==> src/rtl/imm_gen_pipe.sv <==
// Registered RV32/RV64 immediate generator: 1-cycle latency, 2-entry skid buffer, in_ready registered.
// Optional IMM_ILLEGAL_CHK_EN adds an 'illegal' output flagging reserved formats.
module imm_gen_pipe #(
  parameter int XLEN        = 32,
  parameter int AUTO_DECODE = 0,
  parameter int TAG_W       = 5
) (
  input  logic             clk,
  input  logic             rst,
  input  logic             in_valid,
  output logic             in_ready,
  input  logic [31:0]      in_inst,
  input  logic [2:0]       in_sel,
  input  logic [TAG_W-1:0] in_tag,
  output logic             out_valid,
  input  logic             out_ready,
  output logic [XLEN-1:0]  imm_out,
  output logic [TAG_W-1:0] out_tag,
  output logic [2:0]       out_fmt
`ifdef IMM_ILLEGAL_CHK_EN
  ,
  output logic             illegal
`endif
);

  localparam logic [2:0] FMT_I   = 3'd0;
  localparam logic [2:0] FMT_S   = 3'd1;
  localparam logic [2:0] FMT_B   = 3'd2;
  localparam logic [2:0] FMT_U   = 3'd3;
  localparam logic [2:0] FMT_J   = 3'd4;
  localparam logic [2:0] FMT_Z   = 3'd5;
  localparam logic [2:0] FMT_BAD = 3'd7;

  typedef struct packed {
    logic [XLEN-1:0]  imm;
    logic [TAG_W-1:0] tag;
    logic [2:0]       fmt;
`ifdef IMM_ILLEGAL_CHK_EN
    logic             ill;
`endif
  } entry_t;

  logic [2:0]      fmt;
  logic [31:0]     imm32;
  logic [XLEN-1:0] imm_ext;
  logic            sgn;
  entry_t          new_e;

  entry_t main_q, main_d;
  entry_t skid_q, skid_d;
  logic   main_vld, main_vld_d;
  logic   skid_vld, skid_vld_d;
  logic   rdy_q;
  logic   accept;

  // Format resolution: explicit selector, or opcode decode when AUTO_DECODE is set.
  always_comb begin
    fmt = in_sel;
    if (AUTO_DECODE != 0) begin
      case (in_inst[6:0])
        7'b0010011, 7'b0000011, 7'b1100111: fmt = FMT_I;
        7'b0100011:                         fmt = FMT_S;
        7'b1100011:                         fmt = FMT_B;
        7'b0110111, 7'b0010111:             fmt = FMT_U;
        7'b1101111:                         fmt = FMT_J;
        7'b1110011:                         fmt = in_inst[14] ? FMT_Z : FMT_I;
        default:                            fmt = FMT_BAD;
      endcase
    end
  end

  assign sgn = in_inst[31];

  always_comb begin
    imm32 = '0;
    case (fmt)
      FMT_I:   imm32 = {{21{sgn}}, in_inst[30:20]};
      FMT_S:   imm32 = {{21{sgn}}, in_inst[30:25], in_inst[11:7]};
      FMT_B:   imm32 = {{20{sgn}}, in_inst[7], in_inst[30:25], in_inst[11:8], 1'b0};
      FMT_U:   imm32 = {sgn, in_inst[30:12], 12'b0};
      FMT_J:   imm32 = {{12{sgn}}, in_inst[19:12], in_inst[20], in_inst[30:21], 1'b0};
      FMT_Z:   imm32 = {27'b0, in_inst[19:15]};
      default: imm32 = '0;
    endcase
  end

  // Every 32-bit form is already correctly signed, so RV64 is a plain sign-extension.
  generate
    if (XLEN > 32) begin : g_wide
      assign imm_ext = {{(XLEN-32){imm32[31]}}, imm32};
    end else begin : g_narrow
      assign imm_ext = imm32[XLEN-1:0];
    end
  endgenerate

  always_comb begin
    new_e     = '0;
    new_e.imm = imm_ext;
    new_e.tag = in_tag;
    new_e.fmt = fmt;
`ifdef IMM_ILLEGAL_CHK_EN
    new_e.ill = (fmt == 3'd6) || (fmt == 3'd7);
    if (new_e.ill) new_e.imm = '0;
`endif
  end

  assign accept = in_valid & rdy_q;

  // Main register presents to execute; skid only fills while main is stalled.
  always_comb begin
    main_d     = main_q;
    skid_d     = skid_q;
    main_vld_d = main_vld;
    skid_vld_d = skid_vld;
    if (!main_vld || out_ready) begin
      if (skid_vld) begin
        main_d     = skid_q;
        main_vld_d = 1'b1;
        skid_vld_d = 1'b0;
      end else if (accept) begin
        main_d     = new_e;
        main_vld_d = 1'b1;
      end else begin
        main_vld_d = 1'b0;
      end
    end else if (accept) begin
      skid_d     = new_e;
      skid_vld_d = 1'b1;
    end
  end

  always_ff @(posedge clk) begin
    if (rst) begin
      main_q   <= '0;
      skid_q   <= '0;
      main_vld <= 1'b0;
      skid_vld <= 1'b0;
      rdy_q    <= 1'b0;
    end else begin
      main_q   <= main_d;
      skid_q   <= skid_d;
      main_vld <= main_vld_d;
      skid_vld <= skid_vld_d;
      rdy_q    <= !skid_vld_d;
    end
  end

  assign in_ready  = rdy_q;
  assign out_valid = main_vld;
  assign imm_out   = main_q.imm;
  assign out_tag   = main_q.tag;
  assign out_fmt   = main_q.fmt;
`ifdef IMM_ILLEGAL_CHK_EN
  assign illegal   = main_q.ill;
`endif

endmodule

==> config.mk <==
export PLATFORM = sky130hd
export DESIGN_NAME = imm_gen_pipe
export DESIGN_NICKNAME = d
export VERILOG_FILES = /design/src/rtl/imm_gen_pipe.sv
export SDC_FILE = /design/constraint.sdc
export NUM_CORES = 1
export LEC_CHECK = 0
export BUFFER_PORTS_ARGS = -buffer_cell sky130_fd_sc_hd__buf_2
export CAP_MARGIN = 20
export CORE_UTILIZATION = 49
export DETAILED_ROUTE_END_ITERATION = 8
export MAX_ROUTING_LAYER = met4
export PLACE_DENSITY = 0.87
export SYNTH_ARGS = -nofsm -noshare
export SYNTH_HDL_FRONTEND = slang
export SYNTH_SLANG_ARGS = --single-unit
==> constraint.sdc <==
create_clock -name clk -period 1.4 [get_ports clk]
set_clock_uncertainty 0.1 [all_clocks]
set_input_delay 0 -clock clk [delete_from_list [all_inputs] [get_ports clk]]
set_output_delay 0 -clock clk [all_outputs]
set_load 0.1 [all_outputs]
==> Word-level counts from Yosys, hierarchy flattened <==
Cells that the tools add are included.
{ "classes": {"n_eq_ne": 5, "muxes": 7, "n_bitwise": 2, "reduce_logical": 7} }
{ "op_table": {"columns": ["operator", "count"], "rows": [
  ["$pmux 32 s6", 1],
  ["$mux 40", 2],
  ["$eq 3x2->1 const B", 2],
  ["$eq 3x3->1 const B", 2],
  ["$mux 1", 4],
  ["$reduce_and 2->1", 2],
  ["$eq 3x1->1 const B", 1],
  ["$logic_not 3->1", 1],
  ["$logic_not 1->1", 2],
  ["$reduce_bool 2->1", 1],
  ["$and 1x1->1", 1],
  ["$logic_or 1x1->1", 1],
  ["$not 1->1", 1]
]} }
{ "word_totals": {"regBits": 83, "output_inout_bits": 42, "wordCells": 30} }

==> Logic depth before layout (Yosys ltp) <==
{ "logic_depth": {"word_depth": 4, "mapped_depth": 7, "mapped_depth_nobuf": 4} }

==> Worst setup path before layout <==
No wires, ideal clock.
{ "synth_path": {"path_type": "register -> register", "start": "register main_vld, in the netlist out_valid", "end": "register skid_q[2] in the netlist's numbering", "arrival_ns": 2.011, "path_slack_ns": -0.781, "path_stages_with_launch": 8, "period_less_slack_ns": 2.181, "path_cell_list": "dfxtp_1 -> nor2b_1 -> buf_2 -> and3_1 -> buf_4 -> buf_2 -> nand2_1 -> a21oi_1"} }
{ "synth_between": {"elab_chain_len": 4} }
{ "synth_rtl": {"columns": ["item", "line_no", "source"], "rows": [
  ["from (decl)", "51", "logic main_vld, main_vld_d;"],
  ["from (signal assigned)", "142", "main_vld <= main_vld_d;"],
  ["$logic_not 1->1", "115", "if (!main_vld || out_ready) begin"],
  ["$logic_or 1x1->1", "115", null],
  ["$not 1->1 (no line)", null, null],
  ["$reduce_and 2->1 (no line)", null, null],
  ["to (signal assigned)", "141", "skid_q <= skid_d;"],
  ["to (decl)", "50", "entry_t skid_q, skid_d;"]
]} }
No other way between the ends.
A chain may end at the register's enable or synchronous reset.

==> Worst setup path in the final report <==
{ "layout_path": {"start": "register skid_vld", "end": "register main_q, in the netlist imm_out[6]"} }
{ "layout_between": {"elab_chain_len": 2} }
{ "layout_rtl": {"columns": ["item", "line_no", "source"], "rows": [
  ["from (decl)", "52", "logic skid_vld, skid_vld_d;"],
  ["from (signal assigned)", "143", "skid_vld <= skid_vld_d;"],
  ["$reduce_bool 2->1 (no line)", null, null],
  ["$reduce_and 2->1 (no line)", null, null],
  ["to (signal assigned)", "140", "main_q <= main_d;"],
  ["to (decl)", "49", "entry_t main_q, main_d;"]
]} }
Parallel ways exist; a longest one is shown, timed or not.

==> summary.md <==
| Metric | Value |
|---|---|
| Routed Wire Length | 11.82 mm |
| Area leader, netlist | dfxtp_1 |
| Largest net degree at the start of global routing | 65 |
| P&R area growth vs syn | 38.05% |
| Vias post-DR | 3990 |
| Asr flop ratio synth | 0% |
| Most frequent cells in the layout | buf_2 (76), dfxtp_1 (74), nor2_1 (47) |
| Worst min path class | input pin to flop |
| Comb power frac | 23.6% |
| Post-synthesis xor/xnor area fraction | 0.2164% |
| Post-synthesis cell type count | 47 |
| Avg Synthesized Cell Area | 8.935 sq um |
| Starting density of the core | 51.58% |
| PnR Total Power | 5.792 mW |
| CTS tree | built |
| Critical Path AT | 1.56 ns |
| Switching Fraction | 32.80% |
| Antenna Nets Post-Route | 0 |
| Adder-Cell Fraction of Synth Area | 0.2782% |
| Total CTS buffers | 9 |
| CP Launch Type | flop |
| Compound-Gate Fraction of Synth Area | 22.87% |
| Worst rel slew slack | 66.62% |
| Drt wl/cell | 17.62 um |
| Status | finished with violations |
| Placed inst area | 0.004802 sq mm |
| Die height | 92.89 um |
| Reg area | 0.001680 sq mm |
| Syn Inst Count | 453 |
| Die ar. | 0.008628 sq mm |
| DRC errors left | 0 |
| Post-synth EDFFs | 0 |
| CP bufs+invs | 2 |
| Final Hold Fails | 0 |
| Synth Net Count | 497 |
| P_leak | 2.168 nW |
| Pre-CTS setup slack | -0.2039 ns |
| Critical Path Sink Type | flop |
| Fin nets | 608 |
| Clock network fraction of total power | 33.5% |
| Vias in the first global route | 3828 |
| Failing checks | setup timing |
| Dominant synthesized flop cell | dfxtp_1 |
| Htree depth | 3 |
| 1st-iter DRT viols | 267 |
| Finished Cell Area | 0.005588 sq mm |
| Crit-path max FO | 6 |
| RSZ-0062 raised after global routing | yes |
| Final critical-path setup slack | -0.01077 ns |
| Period minus WS final | 1.411 ns |
| Sw power | 1.900 mW |
| Tcrit/Tclk final | 100.8% |
| Worst slew pin tran | 0.5041 ns |
| Total congestion overflow | 0 |
| Max_cap viols | 0 |
| Die span in x | 92.89 um |
| FMAX | 0.7088 GHz |
| Fillers | 589 |
| Core Area | 0.007848 sq mm |
| Clk sinks | 83 |
| Row cnt | 32 |
| Synth warn | 0 |
| Synth top area cells | dfxtp_1 (41%), a211oi_1 (5.9%), nor2_1 (4.7%), nand3b_1 (4.1%), o41ai_2 (3.6%) |
| Drt first pass iters | 5 |
| Port Buffers | 78 |
| Req. time, crit path | 1.55 ns |
| Initial antenna violation count | 0 |
| Area of the multi-input gates | 0.002401 sq mm |
| Worst-path clk slew | 0.09 ns |
| Share of post-route cells with drive strength above 1 | 37.79% |
| Critical path's top delay family | flip-flops |
| PD cells | 1036 mW/mm^2 |
| Total track usage | 27.63% |
| Proportion of synthesized area in mux cells | 2.473% |
| Simple-gate share of the synthesized area | 27.33% |
| Post-DP HPWL | 7.366 mm |
| FF+latch count, synth | 83 |
| DR vias/cell | 5.946 |
| Register area share after synthesis | 41.05% |
| Crit-path max cell delay | 0.38 ns |
| Share of the synthesized area in the top cell type | 41.05% |
| Sequential group share of total power | 42.9% |
| Critical-path top delay cell | dfxtp_4 |
| Gpl congestion | 0.9509 |
| Cell internal pwr | 3.892 mW |
| CP Cell Sequence | buf_12, nand3b_1, buf_6, a221oi_4, nor3_2 |
| Peak supply drop | 0.8816 mV |
| Clock buffer depth | 2 |
| First-pass GRT wire length | 18.39 mm |
| CP Class | flop to flop |
| Clk Latency, worst-skew pair | 0.36 ns |
| Netlist Area Pre-Place | 0.004048 sq mm |
| Final setup fails | 1 |
| Most common cell after layout, fill and taps aside | buf_2 |
| I/O pin total | 86 |
| Antenna Cells | 0 |
| Main combinational cell family by area after synthesis | simple AND/OR/NAND/NOR gates |
| Root Buffer Master | clkbuf_8 |
| Max Slew Vio Count | 0 |
-- worst min-delay path, delay by kind of cell --
family	cells	cell delay, ns
buffers and inverters	2	0.30
AOI/OAI and AO/OA	1	0.06
and+or+nand+nor	1	0.06
-- flip-flops by register name, indices dropped and copies added (netlist names) --
signal     count
out_valid      1
in_ready       1
imm_out       32
out_tag        5
out_fmt        3
skid_q        40
skid_vld       1
-- worst paths after layout --
path | start | to | slack (ns) | cells past startpoint
worst max-delay path | skid_vld | imm_out[6] | -0.01 | 5
worst min-delay path | in_sel[0] | skid_q[0] | 0.02 | 4
worst max register to register | skid_vld | imm_out[6] | -0.01 | 5
worst min register to register | skid_q[16] | skid_q[16] | 0.36 | 2
-- area by class of cell --
cell class	instances	share of cell area [%]
Clock inverter	4	0.9628
Multi-Input combinational cell	322	42.97
Clock buffer	12	3.157
Inverter	1	0.06717
Sequential cell	83	30.07
Tap cell	102	2.284
Timing Repair Buffer	147	20.49
-- synthesized netlist by cell type (2+ instances only) --
cell type	instances
nand4bb_1	2
a31oi_1	4
a21oi_1	25
o211ai_1	12
and4b_1	4
o41ai_2	9
buf_1	2
nor3_1	26
or4bb_1	2
dfxtp_1	83
nand3b_1	22
a211oi_1	32
mux2i_1	10
nand4_1	4
o41ai_1	3
o21a_1	4
nand2_1	29
clkbuf_1	19
nand4b_1	12
buf_2	18
nand2b_1	12
buf_4	5
nand3_1	8
a211oi_2	9
nor2b_1	16
nor2_1	51
a221oi_1	10
-- power by group through the flow --
| stage | sequential [mW] | clock (mW) | combinational (mW) |
|---|---|---|---|
| after floorplan | 3.02 | 0 | 0.446 |
| after global placement | 2.54 | 0 | 1.20 |
| after detailed placement | 2.54 | 0 | 1.22 |
| after CTS | 2.49 | 1.94 | 1.29 |
| after global routing | 2.49 | 2.04 | 1.43 |
| final | 2.49 | 1.94 | 1.37 |
-- cells by family (layout without fill, tap and decap cells) --
family | count (synthesis) | after routing
mux | 10 | 10
compound gates | 113 | 113
flops | 83 | 83
fa+ha+maj | 1 | 1
buf+inv | 48 | 164
simple gates | 197 | 197
xor+xnor | 1 | 1
-- timing repair --
item	4_1_cts	5_1_grt
hold buffers	23	0
setup endpoints to repair	66	42
gates resized for setup	15	32
pin swaps	0	6
hold endpoints to repair	44	0
setup buffers	1	5
gates cloned	0	2
-- through the flow --
stage | hold WS (ns) | setup TNS [ns] | cells | util [%]
finish | 0.02238 | -0.01077 | 671 | 71.21
global route | 0.02865 | -0.5367 | 671 | 71.21
CTS | 0.02138 | -0.005470 | 664 | 68.06
detailed placement | 0.1660 | -3.388 | 624 | 61.19
global placement | 0.1537 | -0.4180 | 624 | 61.19
floorplan | 0.03596 | -10.63 | 453 | -
-- routing by layer --
| layer | GRT usage, % | part of all wire, % | vias up |
|---|---|---|---|
| met1 | 32.37 | 41 | 1930 |
| met2 | 46.57 | 52 | 138 |
| met4 | 11.03 | 2.4 | 0 |
| li1 | - | - | 1894 |
| met5 | - | 0 | - |
| met3 | 5.255 | 5.1 | 28 |
Power figures use the tool's default switching activity.
